### config.mk
export PLATFORM = sky130hd
export DESIGN_NAME = nibble_serial_sub_ctrl
export DESIGN_NICKNAME = d
export VERILOG_FILES = /design/src/rtl/nibble_serial_sub_ctrl_pkg.sv /design/src/rtl/nibble_serial_sub_ctrl_bls4_slice.sv /design/src/rtl/nibble_serial_sub_ctrl.sv
export SDC_FILE = /design/constraint.sdc
export NUM_CORES = 1
export LEC_CHECK = 0
export CORE_MARGIN = 2
export CORE_UTILIZATION = 40
export DETAILED_ROUTE_END_ITERATION = 8
export GPL_TIMING_DRIVEN = 0
export SLEW_MARGIN = 25
export SYNTH_ARGS = -nofsm -noshare
export SYNTH_HDL_FRONTEND = slang
export SYNTH_SLANG_ARGS = --single-unit
### constraint.sdc
create_clock -name clk -period 2.5 [get_ports clk]
set_input_delay 0.25 -clock clk [delete_from_list [all_inputs] [get_ports clk]]
set_output_delay 0.25 -clock clk [all_outputs]
set_load 0.005 [all_outputs]
### src/rtl/nibble_serial_sub_ctrl_pkg.sv
// Shared constants for the nibble-serial subtract controller and its slice.
package nibble_serial_sub_ctrl_pkg;

  localparam int unsigned NIBBLE_W = 4;

  localparam logic [1:0] ST_IDLE = 2'd0;
  localparam logic [1:0] ST_RUN  = 2'd1;
  localparam logic [1:0] ST_DONE = 2'd2;

  // Nibble counter width: clog2(n), never narrower than one bit.
  function automatic int unsigned cnt_width(input int unsigned n);
    return (n > 1) ? $clog2(n) : 1;
  endfunction

endpackage

### src/rtl/nibble_serial_sub_ctrl_bls4_slice.sv
// 4-bit borrow-lookahead subtract slice: diff = a - b - bin, purely combinational.
module bls4_slice
  import nibble_serial_sub_ctrl_pkg::*;
(
  input  logic [NIBBLE_W-1:0] a,
  input  logic [NIBBLE_W-1:0] b,
  input  logic                bin,
  output logic [NIBBLE_W-1:0] diff,
  output logic                bout
);

  logic [3:0] p;
  logic [3:0] g;
  logic [4:0] c;

  // Subtraction as a + ~b + ~bin; lookahead carries are the inverted borrows.
  assign p = a ~^ b;
  assign g = a & ~b;

  assign c[0] = ~bin;
  assign c[1] = g[0] | (p[0] & c[0]);
  assign c[2] = g[1] | (p[1] & g[0]) | (p[1] & p[0] & c[0]);
  assign c[3] = g[2] | (p[2] & g[1]) | (p[2] & p[1] & g[0])
              | (p[2] & p[1] & p[0] & c[0]);
  assign c[4] = g[3] | (p[3] & g[2]) | (p[3] & p[2] & g[1])
              | (p[3] & p[2] & p[1] & g[0])
              | (p[3] & p[2] & p[1] & p[0] & c[0]);

  assign diff = p ^ c[3:0];
  assign bout = ~c[4];

endmodule

### src/rtl/nibble_serial_sub_ctrl.sv
// Multi-cycle W-bit subtractor: Diff = X - Y - Bin, one nibble per cycle LSB first
// through a single shared borrow-lookahead slice.
module nibble_serial_sub_ctrl
  import nibble_serial_sub_ctrl_pkg::*;
#(
  parameter int unsigned NIBBLES = 4
) (
  input  logic                        clk,
  input  logic                        rst,
  input  logic                        start,
  input  logic [NIBBLE_W*NIBBLES-1:0] X,
  input  logic [NIBBLE_W*NIBBLES-1:0] Y,
  input  logic                        Bin,
  output logic                        busy,
  output logic                        done,
  output logic [NIBBLE_W*NIBBLES-1:0] Diff,
  output logic                        Bout,
  output logic                        zero,
  output logic                        ovf
);

  localparam int unsigned W  = NIBBLE_W * NIBBLES;
  localparam int unsigned CW = cnt_width(NIBBLES);

  logic [1:0]    state_q, state_d;
  logic [CW-1:0] cnt_q, cnt_d;
  logic [W-1:0]  x_q, x_d;
  logic [W-1:0]  y_q, y_d;
  logic [W-1:0]  acc_q, acc_d;
  logic [W-1:0]  diff_q, diff_d;
  logic          borrow_q, borrow_d;
  logic          xmsb_q, xmsb_d;
  logic          ymsb_q, ymsb_d;
  logic          bout_q, bout_d;
  logic          zero_q, zero_d;
  logic          ovf_q, ovf_d;

  logic [NIBBLE_W-1:0] sl_diff;
  logic                sl_bout;
  logic [W-1:0]        acc_next;

  bls4_slice u_slice (
    .a    (x_q[NIBBLE_W-1:0]),
    .b    (y_q[NIBBLE_W-1:0]),
    .bin  (borrow_q),
    .diff (sl_diff),
    .bout (sl_bout)
  );

  // New nibble enters at the MSB end; written as shifts so NIBBLES=1 stays legal.
  assign acc_next = (acc_q >> NIBBLE_W) | (W'(sl_diff) << (W - NIBBLE_W));

  always_comb begin
    state_d  = state_q;
    cnt_d    = cnt_q;
    x_d      = x_q;
    y_d      = y_q;
    acc_d    = acc_q;
    diff_d   = diff_q;
    borrow_d = borrow_q;
    xmsb_d   = xmsb_q;
    ymsb_d   = ymsb_q;
    bout_d   = bout_q;
    zero_d   = zero_q;
    ovf_d    = ovf_q;

    case (state_q)
      ST_IDLE, ST_DONE: begin
        if (start) begin
          x_d      = X;
          y_d      = Y;
          borrow_d = Bin;
          xmsb_d   = X[W-1];
          ymsb_d   = Y[W-1];
          cnt_d    = '0;
          state_d  = ST_RUN;
        end else begin
          state_d  = ST_IDLE;
        end
      end
      ST_RUN: begin
        acc_d    = acc_next;
        borrow_d = sl_bout;
        x_d      = x_q >> NIBBLE_W;
        y_d      = y_q >> NIBBLE_W;
        cnt_d    = cnt_q + 1'b1;
        if (cnt_q == CW'(NIBBLES - 1)) begin
          state_d = ST_DONE;
          diff_d  = acc_next;
          bout_d  = sl_bout;
          zero_d  = (acc_next == '0);
          ovf_d   = (xmsb_q != ymsb_q) && (acc_next[W-1] != xmsb_q);
        end
      end
      default: state_d = ST_IDLE;
    endcase
  end

  always_ff @(posedge clk) begin
    if (rst) begin
      state_q  <= ST_IDLE;
      cnt_q    <= '0;
      x_q      <= '0;
      y_q      <= '0;
      acc_q    <= '0;
      diff_q   <= '0;
      borrow_q <= 1'b0;
      xmsb_q   <= 1'b0;
      ymsb_q   <= 1'b0;
      bout_q   <= 1'b0;
      zero_q   <= 1'b0;
      ovf_q    <= 1'b0;
    end else begin
      state_q  <= state_d;
      cnt_q    <= cnt_d;
      x_q      <= x_d;
      y_q      <= y_d;
      acc_q    <= acc_d;
      diff_q   <= diff_d;
      borrow_q <= borrow_d;
      xmsb_q   <= xmsb_d;
      ymsb_q   <= ymsb_d;
      bout_q   <= bout_d;
      zero_q   <= zero_d;
      ovf_q    <= ovf_d;
    end
  end

  assign busy = (state_q == ST_RUN);
  assign done = (state_q == ST_DONE);
  assign Diff = diff_q;
  assign Bout = bout_q;
  assign zero = zero_q;
  assign ovf  = ovf_q;

endmodule

; Word-level counts from Yosys, hierarchy flattened
; Cells that the tools add are included.
[word_totals]
elab_cells = 72
regBits = 74
out_inout_bits = 21
in_bits = 36
[op_classes]
n_mux = 11
n_bitwise = 33
n_reduce_logical = 8
eq_ne = 7
n_addsub = 1
[op_table]
columns = op, n
row1 = $pmux W16 S2, 2
row2 = $mux W16, 2
row3 = $and A1 B1 Y1, 16
row4 = $logic_not A16 Y1, 1
row5 = $or A12 B16 Y16, 1
row6 = $or A1 B1 Y1, 10
row7 = $pmux W2 S2, 2
row8 = $reduce_and A2 Y1, 3
row9 = $and A4 B4 Y4, 1
row10 = $eq A2 B2 Y1 const B, 2
row11 = $mux W2, 2
row12 = $not A4 Y4, 1
row13 = $xnor A4 B4 Y4, 1
row14 = $xor A4 B4 Y4, 1
row15 = $add A2 B1 Y2 const B, 1
row16 = $eq A2 B1 Y1 const B, 1
row17 = $logic_not A2 Y1, 1
row18 = $mux W1, 2
row19 = $ne A1 B1 Y1, 2
row20 = $ne A2 B1 Y1 const B, 1
row21 = $ne A2 B2 Y1 const B, 1
row22 = $not A1 Y1, 2
row23 = $pmux W1 S2, 1
row24 = $reduce_bool A2 Y1, 1
row25 = other kinds (2), 2

; Depth between registers and ports, before layout
[logic_depth]
ltp_word = 10
ltp_mapped = 8
mapped_depth_nobuf = 7

; By module
; From an unflattened synthesis, not the netlist that was laid out.
[hier_totals]
cells_unflattened = 367
area_unflattened_um2 = 2919.0
[by_module_without_submodules]
columns = module, cells_per_inst, instances, area_each_um2, seq_area_each_um2
row1 = nibble_serial_sub_ctrl, 343, 1, 2716.4, 1401.3
row2 = bls4_slice, 24, 1, 202.7, 0.0

; Worst setup path before layout
; Ideal clock, no wire load.
[synth_timing]
kind = register -> register
startpoint = reg y_q[3]
endpoint = reg ovf_q, in the netlist ovf
period_less_slack_ps = 1807
arrival_time_ps = 1718
setup_slack_ps = 693
t_required_ps = 2412
n_path_buf = 0
stages_incl_launch_ff = 7
setup_ps = 88
cell_sequence = dfxtp_1 inv_1 ha_1 or2_1 o221a_4 or3b_1 a311oi_2
[synth_between]
elab_chain_cells = 5
[synth_rtl]
columns = element, line_no
row1 = start: declaration, nibble_serial_sub_ctrl.sv:28  ; logic [W-1:0] y_q, y_d;
row2 = start signal: assignment, nibble_serial_sub_ctrl.sv:117  ; y_q <= y_d;
row3 = $xnor A4 B4 Y4, nibble_serial_sub_ctrl_bls4_slice.sv:17  ; assign p = a ~^ b;
row4 = $xor A4 B4 Y4, nibble_serial_sub_ctrl_bls4_slice.sv:29  ; assign diff = p ^ c[3:0];
row5 = $or A12 B16 Y16, nibble_serial_sub_ctrl.sv:51  ; assign acc_next = (acc_q >> NIBBLE_W) | (W'(sl_diff) << (W - NIBBLE_W));
row6 = $ne A1 B1 Y1, nibble_serial_sub_ctrl.sv:92  ; ovf_d = (xmsb_q != ymsb_q) && (acc_next[W-1] != xmsb_q);
row7 = $logic_and A1 B1 Y1, nibble_serial_sub_ctrl.sv:92
row8 = end signal: assignment, nibble_serial_sub_ctrl.sv:125  ; ovf_q <= ovf_d;
row9 = end: declaration, nibble_serial_sub_ctrl.sv:36  ; logic ovf_q, ovf_d;
; No other way between the ends.
; A chain may end at the register's enable or synchronous reset.

; Final worst setup path
[layout_timing]
startpoint = reg state_q[1]
endpoint = out busy
[layout_between]
elab_chain_cells = 1
[layout_rtl]
columns = element, line_no
row1 = start: declaration, nibble_serial_sub_ctrl.sv:25  ; logic [1:0] state_q, state_d;
row2 = start signal: assignment, nibble_serial_sub_ctrl.sv:114  ; state_q <= state_d;
row3 = $eq A2 B1 Y1, nibble_serial_sub_ctrl.sv:129  ; assign busy = (state_q == ST_RUN);
row4 = end: declaration, nibble_serial_sub_ctrl.sv:14  ; output logic busy,
; No other way between the ends.

==> metrics.txt <==
Fin Hold WS=between 200 and 300 ps; TritonCTS clock tree=yes; Power Internal=roughly 1.8 mW; synthesized area=roughly 0.0029 mm²; routed via count=between 2,000 and 3,000; clock slew at the register clock pins of the worst setup and hold paths=70 ps; total number of clock tree sinks=70; endpoint required time on the critical path=~2300 ps; number of library cell types mapped by synthesis=33; Final Cycle Share=between 90 and 100%; detail-routed net length per standard cell=between 10 and 15 µm; overflow left after global routing=0; GRT Total Usage=about a fifth; number of buffers on the longest clock path=2; number of buffers added on ports=between 50 and 60; quantity of gates resized following cts=0; maximum cell stage delay along the critical path=590 ps; Final Cell Area=0.00373 mm²; max-capacitance violation count=0; Worst slew margin=between 60% and 70%; starting density of the core=approximately two fifths; highest net fanout along the worst path=10; final antenna diode count=0; via density per instance=roughly 4.9; synthesized netlist cell count=~360; startpoint kind of the worst setup timing path=flip-flop; critical path type=reg -> out; combinational power share=around 16%; max-slew violation total from the final report=0; library cell with the highest instance count after synthesis=sky130_fd_sc_hd__nand2_1; final setup fails=0; top cell type by total area after synthesis=sky130_fd_sc_hd__dfxtp_1; worst-path cell with the longest stage delay=sky130_fd_sc_hd__clkdlybuf4s50_1; portion of the post-synthesis area used by sequential elements=roughly 50%; initial antenna violation count=0; RSZ-0062 raised after global routing=false; Worst Tran Pin Value=555 ps; Die Footprint=approximately 0.0078 mm²; number of design rule violations left after detail routing=0; count of warnings emitted by yosys=0; clock root buffer=sky130_fd_sc_hd__clkbuf_8; Final min period=around 2300 ps; Routed WL=between 6000 and 7000 µm; cell types occupying the most area after synthesis=sky130_fd_sc_hd__dfxtp_1 (49%), sky130_fd_sc_hd__nand2_1 (14%), sky130_fd_sc_hd__a311oi_1 (7.4%), sky130_fd_sc_hd__nor2_1 (6.2%), sky130_fd_sc_hd__a21oi_1 (6.1%); area grow syn2layout=30.4%; Setup Skew=~8.3 ps; Placer Congestion=0.811; number of synthesized register bits=70; FILL cells=~700; site row count=30; top cells by instance count after synthesis=sky130_fd_sc_hd__nand2_1 (107), sky130_fd_sc_hd__dfxtp_1 (70), sky130_fd_sc_hd__nor2_1 (47), sky130_fd_sc_hd__a21oi_1 (35), sky130_fd_sc_hd__a311oi_1 (24); num ports=57; total negative slack=0 ps; vias in the first global route=2,415; final hold violation count=0; CORE AREA=approximately 0.007 mm²; cell-by-cell listing of the critical path=nand2b_1, buf_2, inv_2, buf_1, clkdlybuf4s50_1; fraction of registers with async set or reset after synthesis=0%; overall die height=88.5 µm; sw frac=27.7%; top-area cell type share of the netlist area=49.0%; pin count of the biggest net entering global routing=13; number of buffers added to fix hold violations after cts=0; power density cells=about 680 mW/mm²; number of flops mapped to enable cells by yosys=0; Detail Route Antenna Nets=0; Max Clock Freq=431 MHz; VDD IR max=approximately 0.38 mV; Post-synth top flop=sky130_fd_sc_hd__dfxtp_1; number of optimization iterations in the first detailed-route pass=4; nets@finish=about 470; part of the power in the clock network=a little over a third; minimum setup slack among reg-to-reg paths=a little under 600 ps; die width=88.5 µm; dpl hpwl=around 5100 µm; CTS H-Tree Depth=3; number of buffers added by the clock tree synthesis step=9; global-route wire length before repair=between 10,000 and 15,000 µm; CP endpoint kind=output port; synthesized net count=~400; outcome=finished clean; sequential fraction of design power=about half; leakage dissipation=~1.4 nW; synthesized area divided by synthesized cell count=between 7 and 8 µm²; net switching power of the design=between 0.7 and 0.8 mW; total setup buffers inserted after CTS=0; ratio of cells with drive above 1 in the final layout=roughly 5.8%; Hold Path Class=in -> reg; Data arrival, critical path=~2100 ps; detailed router's first-iteration violation count=124; later-pin clock latency in the skew report=roughly 350 ps; total placed instance area=~0.0035 mm²
-- area by class of cell --
class | count | area, µm² | share of cell area, %
Sequential cell | 70 | 1400 | 37.6
Multi-Input combinational cell | 255 | 1320 | 35.4
Timing Repair Buffer | 55 | 551 | 14.8
Clock buffer | 10 | 138 | 3.69
Tap cell | 96 | 120 | 3.22
Buffer | 27 | 110 | 2.95
Clock inverter | 6 | 61.3 | 1.64
Inverter | 7 | 26.3 | 0.705
-- registers in the layout, indices dropped and copies added (netlist names) --
signal / cells
Bout: 1
Diff: 16
acc_q: 12
borrow_q: 1
cnt_q: 2
ovf: 1
state_q: 2
x_q: 16
xmsb_q: 1
y_q: 16
ymsb_q: 1
zero: 1
-- stage by stage --
step                utilization [%]  power, mW  std cells  setup WS [ps]
finish                         54.3       2.54        526            179
global route                   54.3       2.67        526           20.5
CTS                            54.3       2.57        526            159
detailed placement             51.4       1.65        510            322
global placement               51.4       1.64        510            334
floorplan                         -       1.50        359            693
-- cells in the final DEF (no fill, tap or decap), types with 9 or more instances in the layout --
| cell | Yosys | routed |
|---|---|---|
| sky130_fd_sc_hd__clkdlybuf4s50_1 | 0 | 55 |
| sky130_fd_sc_hd__dfxtp_1 | 70 | 70 |
| sky130_fd_sc_hd__a22oi_1 | 9 | 9 |
| sky130_fd_sc_hd__clkbuf_8 | 0 | 10 |
| sky130_fd_sc_hd__clkbuf_1 | 16 | 16 |
| sky130_fd_sc_hd__a21oi_1 | 35 | 35 |
| sky130_fd_sc_hd__nand2_1 | 107 | 107 |
| sky130_fd_sc_hd__a311oi_1 | 24 | 24 |
| sky130_fd_sc_hd__nor2_1 | 47 | 47 |
-- kinds of logic (layout without fill, tap and decap cells) --
kind of cell	count (synthesis)	in the layout	share of synthesized area (%)
compound gates	76	76	18.5
xor+xnor	2	2	0.613
fa+ha+maj	6	6	2.89
buf+inv	34	105	4.77
flops	70	70	49.0
simple gates	171	171	24.2
-- power by group through the flow --
stage	logic [mW]	registers, mW	clock network [mW]
after detailed placement	0.401	1.25	0
final	0.399	1.22	0.919
after floorplan	0.266	1.23	0
after global placement	0.395	1.25	0
after CTS	0.402	1.22	0.940
after global routing	0.451	1.23	0.992
-- final timing paths --
kind | depth (start not counted) | endpoint | start
hold reg to reg | 2 | Diff[10] | Diff[10]
setup / recovery | 5 | busy | state_q[1]
setup reg to reg | 7 | ovf | y_q[1]
hold / removal | 2 | state_q[1] | rst
-- routing by layer --
layer	routed length (µm)	up-vias	global-route usage, %
li1	-	1354	-
met1	3300	1180	24.1
met2	3220	62	32.1
met3	364	6	5.78
met4	58	0	4.55
met5	0	-	0
-- critical path: cells and delay by family (launching register included) --
kind	cells	cell delay, ps
flops	1	310
simple gates	1	130
buf+inv	4	1280
Note: power is estimated with default switching activity, not from simulation.
